`src/rtl/reg_file_banked_pkg.sv`:
```
// Shared types and constants for the banked register file and its bank controller.
package reg_file_banked_pkg;

    localparam int unsigned NREGS     = 16;
    localparam int unsigned BANK_BASE = 12;

    typedef logic [3:0] reg_addr_t;

    typedef enum logic {
        BANK_MAIN = 1'b0,
        BANK_IRQ  = 1'b1
    } bank_t;

endpackage

```
`src/rtl/reg_file_banked_bank.sv`:
```
// MAIN/IRQ bank state machine with a registered one-cycle error pulse on illegal strobes.
module bank_ctrl
    import reg_file_banked_pkg::*;
(
    input  logic clk,
    input  logic rst,
    input  logic irq_enter,
    input  logic irq_return,
    output logic bank,
    output logic bank_err
);

    bank_t state_q, state_d;
    logic  err_q, err_d;

    // Next bank and error decision; any illegal or simultaneous strobe holds the bank.
    always_comb begin
        state_d = state_q;
        err_d   = 1'b0;
        unique case (state_q)
            BANK_MAIN: begin
                if (irq_enter && !irq_return) begin
                    state_d = BANK_IRQ;
                end else if (irq_return) begin
                    err_d = 1'b1;
                end
            end
            BANK_IRQ: begin
                if (irq_return && !irq_enter) begin
                    state_d = BANK_MAIN;
                end else if (irq_enter) begin
                    err_d = 1'b1;
                end
            end
            default: begin
                state_d = BANK_MAIN;
            end
        endcase
    end

    // State and error registers with synchronous reset.
    always_ff @(posedge clk) begin
        if (rst) begin
            state_q <= BANK_MAIN;
            err_q   <= 1'b0;
        end else begin
            state_q <= state_d;
            err_q   <= err_d;
        end
    end

    assign bank     = state_q;
    assign bank_err = err_q;

endmodule

```
`src/rtl/reg_file_banked.sv`:
```
// Register file with R12..R15 banked between main and interrupt contexts; R0 reads as zero.
module reg_file_banked
    import reg_file_banked_pkg::*;
#(
    parameter int unsigned WIDTH     = 16,
    parameter int unsigned NREGS     = reg_file_banked_pkg::NREGS,
    parameter int unsigned BANK_BASE = reg_file_banked_pkg::BANK_BASE
) (
    input  logic                     clk,
    input  logic                     rst,
    input  logic [$clog2(NREGS)-1:0] rs1_addr,
    input  logic [$clog2(NREGS)-1:0] rs2_addr,
    output logic [WIDTH-1:0]         rs1_data,
    output logic [WIDTH-1:0]         rs2_data,
    input  logic                     we,
    input  logic [$clog2(NREGS)-1:0] rd_addr,
    input  logic [WIDTH-1:0]         rd_data,
    input  logic                     irq_enter,
    input  logic                     irq_return,
    output logic                     bank,
    output logic                     bank_err
);

    localparam int unsigned AW      = $clog2(NREGS);
    localparam int unsigned NBANKED = NREGS - BANK_BASE;
    localparam int unsigned BW      = (NBANKED > 1) ? $clog2(NBANKED) : 1;

    // R0 has no storage; common entries start at R1.
    logic [WIDTH-1:0] common_q [1:BANK_BASE-1];
    logic [WIDTH-1:0] banked_q [2][NBANKED];

    logic          cur_bank;
    logic [AW-1:0] rs1_off, rs2_off, rd_off;

    bank_ctrl u_bank_ctrl (
        .clk        (clk),
        .rst        (rst),
        .irq_enter  (irq_enter),
        .irq_return (irq_return),
        .bank       (cur_bank),
        .bank_err   (bank_err)
    );

    assign bank    = cur_bank;
    assign rs1_off = rs1_addr - AW'(BANK_BASE);
    assign rs2_off = rs2_addr - AW'(BANK_BASE);
    assign rd_off  = rd_addr - AW'(BANK_BASE);

    // Combinational read ports; no bypass from the write port.
    always_comb begin
        rs1_data = '0;
        rs2_data = '0;
        if (rs1_addr >= AW'(BANK_BASE)) begin
            rs1_data = banked_q[cur_bank][rs1_off[BW-1:0]];
        end else if (rs1_addr != '0) begin
            rs1_data = common_q[rs1_addr];
        end
        if (rs2_addr >= AW'(BANK_BASE)) begin
            rs2_data = banked_q[cur_bank][rs2_off[BW-1:0]];
        end else if (rs2_addr != '0) begin
            rs2_data = common_q[rs2_addr];
        end
    end

    // Write port; uses the pre-edge bank so a write during a switch lands in the outgoing bank.
    always_ff @(posedge clk) begin
        if (rst) begin
            for (int i = 1; i < int'(BANK_BASE); i++) begin
                common_q[i] <= '0;
            end
            for (int b = 0; b < 2; b++) begin
                for (int i = 0; i < int'(NBANKED); i++) begin
                    banked_q[b][i] <= '0;
                end
            end
        end else if (we && rd_addr != '0) begin
            if (rd_addr >= AW'(BANK_BASE)) begin
                banked_q[cur_bank][rd_off[BW-1:0]] <= rd_data;
            end else begin
                common_q[rd_addr] <= rd_data;
            end
        end
    end

endmodule

```
`config.mk`:
```
export PLATFORM = sky130hd
export DESIGN_NAME = reg_file_banked
export DESIGN_NICKNAME = d
export VERILOG_FILES = /design/src/rtl/reg_file_banked_pkg.sv /design/src/rtl/reg_file_banked_bank.sv /design/src/rtl/reg_file_banked.sv
export SDC_FILE = /design/constraint.sdc
export NUM_CORES = 1
export LEC_CHECK = 0
export CAP_MARGIN = 15
export CORE_MARGIN = 5
export CORE_UTILIZATION = 30
export DETAILED_ROUTE_END_ITERATION = 6
export PLACE_DENSITY = 0.54
export SYNTH_ARGS = -nofsm -noshare
export SYNTH_HDL_FRONTEND = slang
export SYNTH_HIERARCHICAL = 1
export SYNTH_SLANG_ARGS = --single-unit
```
`constraint.sdc`:
```
create_clock -name clk -period 5.6 [get_ports clk]
set_input_delay 0.56 -clock clk [delete_from_list [all_inputs] [get_ports clk]]
set_output_delay 0.56 -clock clk [all_outputs]
set_load 0.05 [all_outputs]
```
# ---- Yosys cells after proc, flatten, opt, wreduce, memory -nomap -nowiden
# Memories as Yosys holds them, arrays and structs flattened. A register that Yosys moved wholly into a read port is not among the register bits.
# Index checks and enable logic that the tools add are counted.
dict set report totals {
  output_inout_bits 34
  register_bits 2
  latchBits 0
  mem_bits_rw 304
  memories 2
  mem_bits_ro 0
}
# name depth width read_ports rd_ports_with_merged_regs wr line_no
set mem_list {}
lappend mem_list {common_q 11 16 2 0 11 reg_file_banked.sv:29} ;# logic [WIDTH-1:0] common_q [1:BANK_BASE-1];
lappend mem_list {banked_q 2 64 1 1 2 reg_file_banked.sv:30} ;# logic [WIDTH-1:0] banked_q [2][NBANKED];
dict set report op_classes {
  n_reduce_logical 11
  n_mux 37
  magnitude_cmp 7
  add_sub_neg 3
  bitwise 4
  shifts 0
  n_eq_ne 0
  n_div 0
  mul 0
}
# cell count
set op_table {}
lappend op_table {{2-to-1 mux 64 bit} 3}
lappend op_table {{2-to-1 mux 16 bit} 10}
lappend op_table {{binary-select mux 16 bit (select 2 bit)} 2}
lappend op_table {{OR reduction 64 bit} 1}
lappend op_table {{demux 16 bit (select 2 bit)} 1}
lappend op_table {{2-to-1 mux 1 bit} 18}
lappend op_table {{OR reduction 16 bit} 1}
lappend op_table {{>= comparator 4 bit (second input constant)} 3}
lappend op_table {{nonzero test 4 bit} 3}
lappend op_table {{>= comparator 3 bit (second input constant)} 3}
lappend op_table {{inverter 2 -> 3 bit} 3}
lappend op_table {{subtractor 2 x 1 -> 2 bit (second input constant)} 3}
lappend op_table {{logical AND 1 bit} 4}
lappend op_table {{2-to-1 mux 4 bit} 1}
lappend op_table {{case mux 1 bit (2 select lines)} 2}
lappend op_table {{less-than comparator 3 x 1 -> 1 bit (second input constant)} 1}
lappend op_table {{logical NOT 1 bit} 2}
lappend op_table {{inverter 1 bit} 1}

# ---- Longest topological paths before layout
# Gate-level depths: netlist (run 1).
dict set report logic_depth {
  depth_word 9
  mapped_depth 7
}

# ---- Modules after synthesis
# The synthesis (run 1) kept the hierarchy.
# module seq_area_each_um2 instances area_each_um2 cells_per_inst
set modules_own_cells {}
lappend modules_own_cells {reg_file_banked 9128.8 1 16394.5 1154}
lappend modules_own_cells {bank_ctrl 40.0 1 67.6 7}

# ---- Worst setup path after synthesis (run 1)
# Ideal clock, no wire load.
dict set report synth_path {
  kind {flip-flop to output port}
  from {reg u_bank_ctrl/bank (netlist name)}
  to {out rs2_data[13]}
  t_required_ns 5.040
  stages_incl_launch_ff 6
  path_slack_ns 2.447
  t_arrival_ns 2.593
  n_path_buf 2
  path_cell_list {dfxtp_1 -> buf_2 -> buf_4 -> mux4_2 -> o22ai_1 -> nor3_1}
}
# item line_no
set synth_rtl {}
lappend synth_rtl {{to (decl)} reg_file_banked.sv:14} ;# output logic [WIDTH-1:0] rs2_data,

==> impl_metrics.json, run 1 <==
{
  "status": "completed",
  "syn_nets": 1194,
  "grt.total_usage_pct": 16.5,
  "detail-route-antenna-nets": 0,
  "ff2ff_path_depth": 3,
  "crit_arrival_ns": 3.76,
  "cts_max_level": 2,
  "powerDensity_nw_per_um2": 303,
  "critical_path_class": "reg2out",
  "finalSetupViolCount": 0,
  "antenna_found_initial": 0,
  "place_congestion": 0.826,
  "period_share_pct": 77.1,
  "dieArea_um2": 59700,
  "grt_overflow": 0,
  "start_kind": "register",
  "synth_ff_type": "edfxtp_1",
  "synth_cell_types": 44,
  "clkTransAtPathRegs_ns": 0.06,
  "cts_sinks": 306,
  "postCtsSetupRepairBufs": 0,
  "grt_pass1_vias": 10384,
  "first_iter_violations": 904,
  "syn_area_per_cell_um2": 14.2,
  "max_freq_mhz": 232,
  "io_buffers": 66,
  "drive_gt1_share_pct": 23.7,
  "tightest_slew_ns": 1.08,
  "fin_nets": 1225,
  "root_buffer": "clkbuf_16",
  "final_common_cell": "edfxtp_1",
  "cts_tree": "yes",
  "dp_slack_ns": 1.34,
  "hpwl_um": 33300,
  "power_leakage_nw": 6.61,
  "fin_crit_ns": 4.32,
  "areaGrowthSynthToFinish_pct": 13.9,
  "ys_async_sr_fraction_pct": 0,
  "core_um2": 54100,
  "final_util_pct": 34.6,
  "rr_endpoint": "banked_q[1][60]$_SDFFCE_PN0P_",
  "stdcell_area_um2": 18800,
  "io_pins": 67,
  "worstReg2RegStart": "u_bank_ctrl/bank$_SDFF_PP0_",
  "syn_inst": 1161,
  "seq_area_frac_synth_pct": 55.7,
  "crit_fanout": 39,
  "yosys_warnings": 6,
  "cts_hold_buf": 0,
  "synth_area_um2": 16500,
  "initial_core_util_pct": 30.4,
  "dieHeight_um": 244,
  "wl_um": 50400,
  "clock_skew_ns": 0.00892,
  "timing.final.ws_setup_ns": 1.28,
  "ys_seq_elements": 306,
  "cts_resized": 0,
  "crit_required_ns": 5.04,
  "rsz0062_at_grt": "no",
  "cts_buffer_depth": 3,
  "mostFrequentLayoutCells": "edfxtp_1, and2_1, mux2i_1, mux2_2, clkdlybuf4s50_1",
  "hold_class": "in2reg",
  "min_to": "u_bank_ctrl/bank$_SDFF_PP0_",
  "drv_slew": 0,
  "grt_pass1_wl_um": 73400,
  "maxCapViolCount": 0,
  "grt_max_degree": 84,
  "reg2reg_setup_slack_ns": 3.16,
  "die_w_um": 244,
  "first_pass_iters": 6,
  "drc_errors": 0,
  "total_power_mw": 5.68,
  "n_antenna_cell": 0,
  "hold_depth": 3,
  "peakVddDrop_mv": 0.179,
  "min_from": "irq_enter",
  "synth_edf_count": 304,
  "wl_per_cell_um": 26.4,
  "fillerInstances": 5109,
  "placed_cell_area_um2": 17700,
  "cts_made_buffers": 34,
  "finalHoldViolCount": 0,
  "dr_total_vias": 10179,
  "relSlewSlack_pct": 27.5,
  "timing.setup.tns_ns": 0,
  "viasPerCell": 5.33,
  "insertion_delay_ns": 0.51,
  "crit_path_end_kind": "output pin",
  "rows": 85
}
==> flip-flops by register name, summed over array words and instances (netlist names) <==
register	cells
common_q	176
u_bank_ctrl/bank_err	1
u_bank_ctrl/bank	1
banked_q	128
==> layer usage <==
metal / track usage [%] / share of wire (%)
met3: 1.83 / 4.8
met2: 27.5 / 48
met1: 23.1 / 45
met4: 4.10 / 2.2
met5: 0 / 0
==> worst max path at each step <==
stage / startpoint / endpoint / slack (ns) / depth (start not counted)
3_3_place_gp: rs2_addr[3] / rs2_data[5] / 1.41 / 6
6_report: u_bank_ctrl/bank$_SDFF_PP0_ / rs2_data[6] / 1.28 / 5
4_1_cts: u_bank_ctrl/bank$_SDFF_PP0_ / rs2_data[6] / 1.22 / 5
3_5_place_dp: rs2_addr[3] / rs2_data[5] / 1.34 / 6
2_1_floorplan: u_bank_ctrl/bank$_SDFF_PP0_ / rs2_data[13] / 2.45 / 5
5_1_grt: u_bank_ctrl/bank$_SDFF_PP0_ / rs2_data[6] / 1.06 / 5
==> logic make-up (layout without fill, tap and decap cells) <==
| group | after synthesis | in the layout | synth area share [%] |
|---|---|---|---|
| and+or+nand+nor | 369 | 369 | 14.5 |
| DFF | 306 | 306 | 55.7 |
| muxes | 238 | 238 | 19.0 |
| AOI/OAI and AO/OA | 148 | 148 | 7.45 |
| buffers and inverters | 100 | 154 | 3.34 |
==> area by class of cell <==
class,instances,area [um2],area share (%)
Clock buffer,46,960,5.12
Clock inverter,13,105,0.560
Multi-Input combinational cell,755,6760,36.0
Sequential cell,306,9170,48.9
Tap cell,696,871,4.64
Timing Repair Buffer,95,888,4.74
==> power by group <==
group / total [mW] / internal, mW / switching, mW
Sequential: 2.69 / 2.63 / 0.0625
Clock: 2.18 / 1.29 / 0.892
Combinational: 0.804 / 0.300 / 0.504
Total: 5.68 / 4.22 / 1.46
==> cells in the mapped netlist (2+ instances only) <==
library cell / count / area (um2)
o221a_2: 16 / 180
dfxtp_1: 2 / 40.0
buf_2: 29 / 145
buf_4: 16 / 120
and2_1: 273 / 1710
o22ai_1: 46 / 288
nor3b_2: 2 / 25.0
a221oi_1: 48 / 420
nor3_4: 3 / 48.8
nor3_1: 9 / 45.0
mux4_2: 50 / 1130
o221ai_1: 2 / 17.5
mux2_2: 94 / 1060
nor2_2: 8 / 50.1
nor2_1: 18 / 67.6
or2_2: 17 / 106
nand3b_1: 3 / 22.5
nor3_2: 9 / 90.1
nand2_1: 5 / 18.8
nand4_1: 2 / 12.5
nand2b_2: 2 / 17.5
clkbuf_1: 44 / 165
nor2b_1: 3 / 18.8
and3b_1: 2 / 17.5
a221o_1: 14 / 140
nand2b_1: 3 / 18.8
mux2i_1: 94 / 941
a22o_1: 16 / 140
buf_6: 9 / 101
a21oi_1: 2 / 10.0
o21bai_1: 4 / 30.0
edfxtp_1: 304 / 9130
==> critical path, stage by stage, from the launching register on <==
cell and delay, ns:
dfxtp_4 0.82, buf_4 0.51, mux4_2 0.56, o22ai_1 0.45, nor3_2 0.13, clkdlybuf4s50_1 0.73
==> through the flow <==
stage                     cells  hold WS [ns]
final                      1911         0.655
after global routing       1911         0.648
after CTS                  1911         0.635
after detailed placement   1852         0.860
after global placement     1852         0.838
after floorplan            1161         0.629
Power figures use the tool's default switching activity.
==> inputs of run 2 (changes only) <==
--- a/config.mk
+++ b/config.mk
@@ -9,7 +9,7 @@
 export CORE_MARGIN = 5
 export CORE_UTILIZATION = 30
 export DETAILED_ROUTE_END_ITERATION = 6
-export PLACE_DENSITY = 0.54
+export PLACE_DENSITY = 0.56
 export SYNTH_ARGS = -nofsm -noshare
 export SYNTH_HDL_FRONTEND = slang
 export SYNTH_HIERARCHICAL = 1
==> constraint.sdc (replaced) <==
create_clock -name clk -period 3.7 [get_ports clk]
set_input_delay 0.37 -clock clk [delete_from_list [all_inputs] [get_ports clk]]
set_output_delay 0.37 -clock clk [all_outputs]
set_load 0.05 [all_outputs]
==> impl_metrics.json, run 2 (synthesis gave the netlist of run 1 again) <==
{
  "finalHoldViolCount": 0,
  "wl_um": 48200,
  "powerDensity_nw_per_um2": 458,
  "root_buffer": "clkbuf_16",
  "cts_hold_buf": 0,
  "crit_path_end_kind": "output pin",
  "drive_gt1_share_pct": 27.3,
  "postCtsSetupRepairBufs": 0,
  "initial_core_util_pct": 30.4,
  "grt_max_degree": 54,
  "power_frac_seq_pct": 46.1,
  "cts_resized": 0,
  "place_congestion": 0.904,
  "cts_sinks": 306,
  "first_iter_violations": 986,
  "crit_required_ns": 3.33,
  "detail-route-antenna-nets": 0,
  "swShare_pct": 25.5,
  "peakVddDrop_mv": 0.210,
  "io_pins": 67,
  "min_to": "u_bank_ctrl/bank_err$_SDFF_PP0_",
  "worstReg2RegStart": "u_bank_ctrl/bank$_SDFF_PP0_",
  "p_clk_share_pct": 38.4,
  "crit_arrival_ns": 2.81,
  "timing.setup.tns_ns": 0,
  "power.switching_mw": 2.25,
  "max_freq_mhz": 315,
  "ff2ff_path_depth": 3,
  "io_buffers": 66,
  "dp_cells": 1869,
  "hold-worst-slack_ns": 0.464,
  "clkTransAtPathRegs_ns": 0.07,
  "viasPerCell": 5.31,
  "wl_per_cell_um": 25.0,
  "drv_slew": 0,
  "p_int_mw": 6.57,
  "mostFrequentLayoutCells": "edfxtp_1, and2_1, mux2i_1, mux2_2, mux4_2",
  "final_common_cell": "edfxtp_1",
  "rr_endpoint": "banked_q[1][57]$_SDFFCE_PN0P_",
  "reg2reg_setup_slack_ns": 1.59,
  "maxCapViolCount": 0,
  "fillerInstances": 5065,
  "dr_total_vias": 10247,
  "dieArea_um2": 59700,
  "cts_tree": "yes",
  "first_pass_iters": 7,
  "cts_buffer_depth": 3,
  "grt_overflow": 0,
  "start_kind": "register",
  "fin_nets": 1242,
  "insertion_delay_ns": 0.52,
  "finalSetupViolCount": 0,
  "hold_class": "in2reg",
  "top_regs": "common_q (176), banked_q (128)",
  "dp_slack_ns": 0.654,
  "pwr-share-comb_pct": 15.5,
  "critical_path_class": "reg2out",
  "tightest_slew_ns": 1.11,
  "cts_max_level": 2,
  "die_w_um": 244,
  "min_from": "irq_return",
  "final_util_pct": 35.6,
  "period_share_pct": 85.9,
  "largest_reg_flops": 176,
  "rsz0062_at_grt": "no",
  "core_um2": 54100,
  "drc_errors": 0,
  "relSlewSlack_pct": 25.8,
  "fin_cells": 1930,
  "dieHeight_um": 244,
  "hpwl_um": 34000,
  "clock_skew_ns": 0.0130,
  "largest-register": "common_q",
  "grt.total_usage_pct": 15.8,
  "cts_made_buffers": 34,
  "crit_fanout": 26,
  "timing.final.ws_setup_ns": 0.523,
  "grt_pass1_wl_um": 71000,
  "rows": 85,
  "hold_depth": 3,
  "areaGrowthSynthToFinish_pct": 17.0,
  "fin_crit_ns": 3.18,
  "power_leakage_nw": 6.89,
  "antenna_found_initial": 3,
  "grt_pass1_vias": 10397,
  "status": "completed"
}
[run 2: changes by cell type in the layout (fill, tap and decap cells not counted), sizes merged]
cell,delta
bufinv,+1
clkinv,+2
diode,+1
clkbuf,-2
clkdlybuf4s50,-32
buf,+49
[run 2: layout make-up]
| cell class | count | area [um2] | share of cell area, % |
|---|---|---|---|
| clock inverter | 16 | 143 | 0.741 |
| antenna | 1 | 2.50 | 0.0130 |
| timing repair buffer | 112 | 1360 | 7.07 |
| multi-input combinational | 755 | 6750 | 35.1 |
| sequential | 306 | 9170 | 47.6 |
| clock buffer | 44 | 952 | 4.94 |
| tap | 696 | 871 | 4.52 |
[run 2: routing by layer]
layer / up-vias / part of all wire (%) / global-route usage, %
met4: 4 / 2.1 / 3.93
met3: 66 / 6.4 / 2.64
met2: 363 / 47 / 25.5
met5: - / 0.048 / 0
li1: 4592 / - / -
met1: 5222 / 44 / 22.3
[run 2: power groups by stage]
stage / combinational [mW] / sequential, mW / clock (mW)
5_1_grt: 1.42 / 4.09 / 3.58
3_5_place_dp: 1.37 / 4.14 / 0
6_report: 1.37 / 4.07 / 3.39
3_3_place_gp: 1.37 / 4.13 / 0
4_1_cts: 1.37 / 4.07 / 3.45
2_1_floorplan: 0.795 / 4.11 / 0
[run 2: critical path: stages, from the launching register on]
cell and delay, ns:
dfxtp_4 0.66, buf_12 0.26, mux4_2 0.54, o22ai_1 0.39, nor3_1 0.21, buf_12 0.20
[run 2: worst max path at each step]
stage          slack [ns]                        start            to
2_1_floorplan        0.74  u_bank_ctrl/bank$_SDFF_PP0_  rs2_data[13]
3_3_place_gp         0.71                  rs1_addr[3]   rs1_data[6]
3_5_place_dp         0.65                  rs1_addr[3]   rs1_data[6]
4_1_cts              0.53  u_bank_ctrl/bank$_SDFF_PP0_   rs2_data[5]
5_1_grt              0.44  u_bank_ctrl/bank$_SDFF_PP0_   rs2_data[5]
6_report             0.52  u_bank_ctrl/bank$_SDFF_PP0_   rs2_data[5]
[run 2: stage by stage]
| stage | power [mW] | instance area [um2] |
|---|---|---|
| 2_1_floorplan | 4.90 | 16500 |
| 3_3_place_gp | 5.50 | 18200 |
| 3_5_place_dp | 5.51 | 18200 |
| 4_1_cts | 8.89 | 19300 |
| 5_1_grt | 9.09 | 19300 |
| 6_report | 8.82 | 19300 |
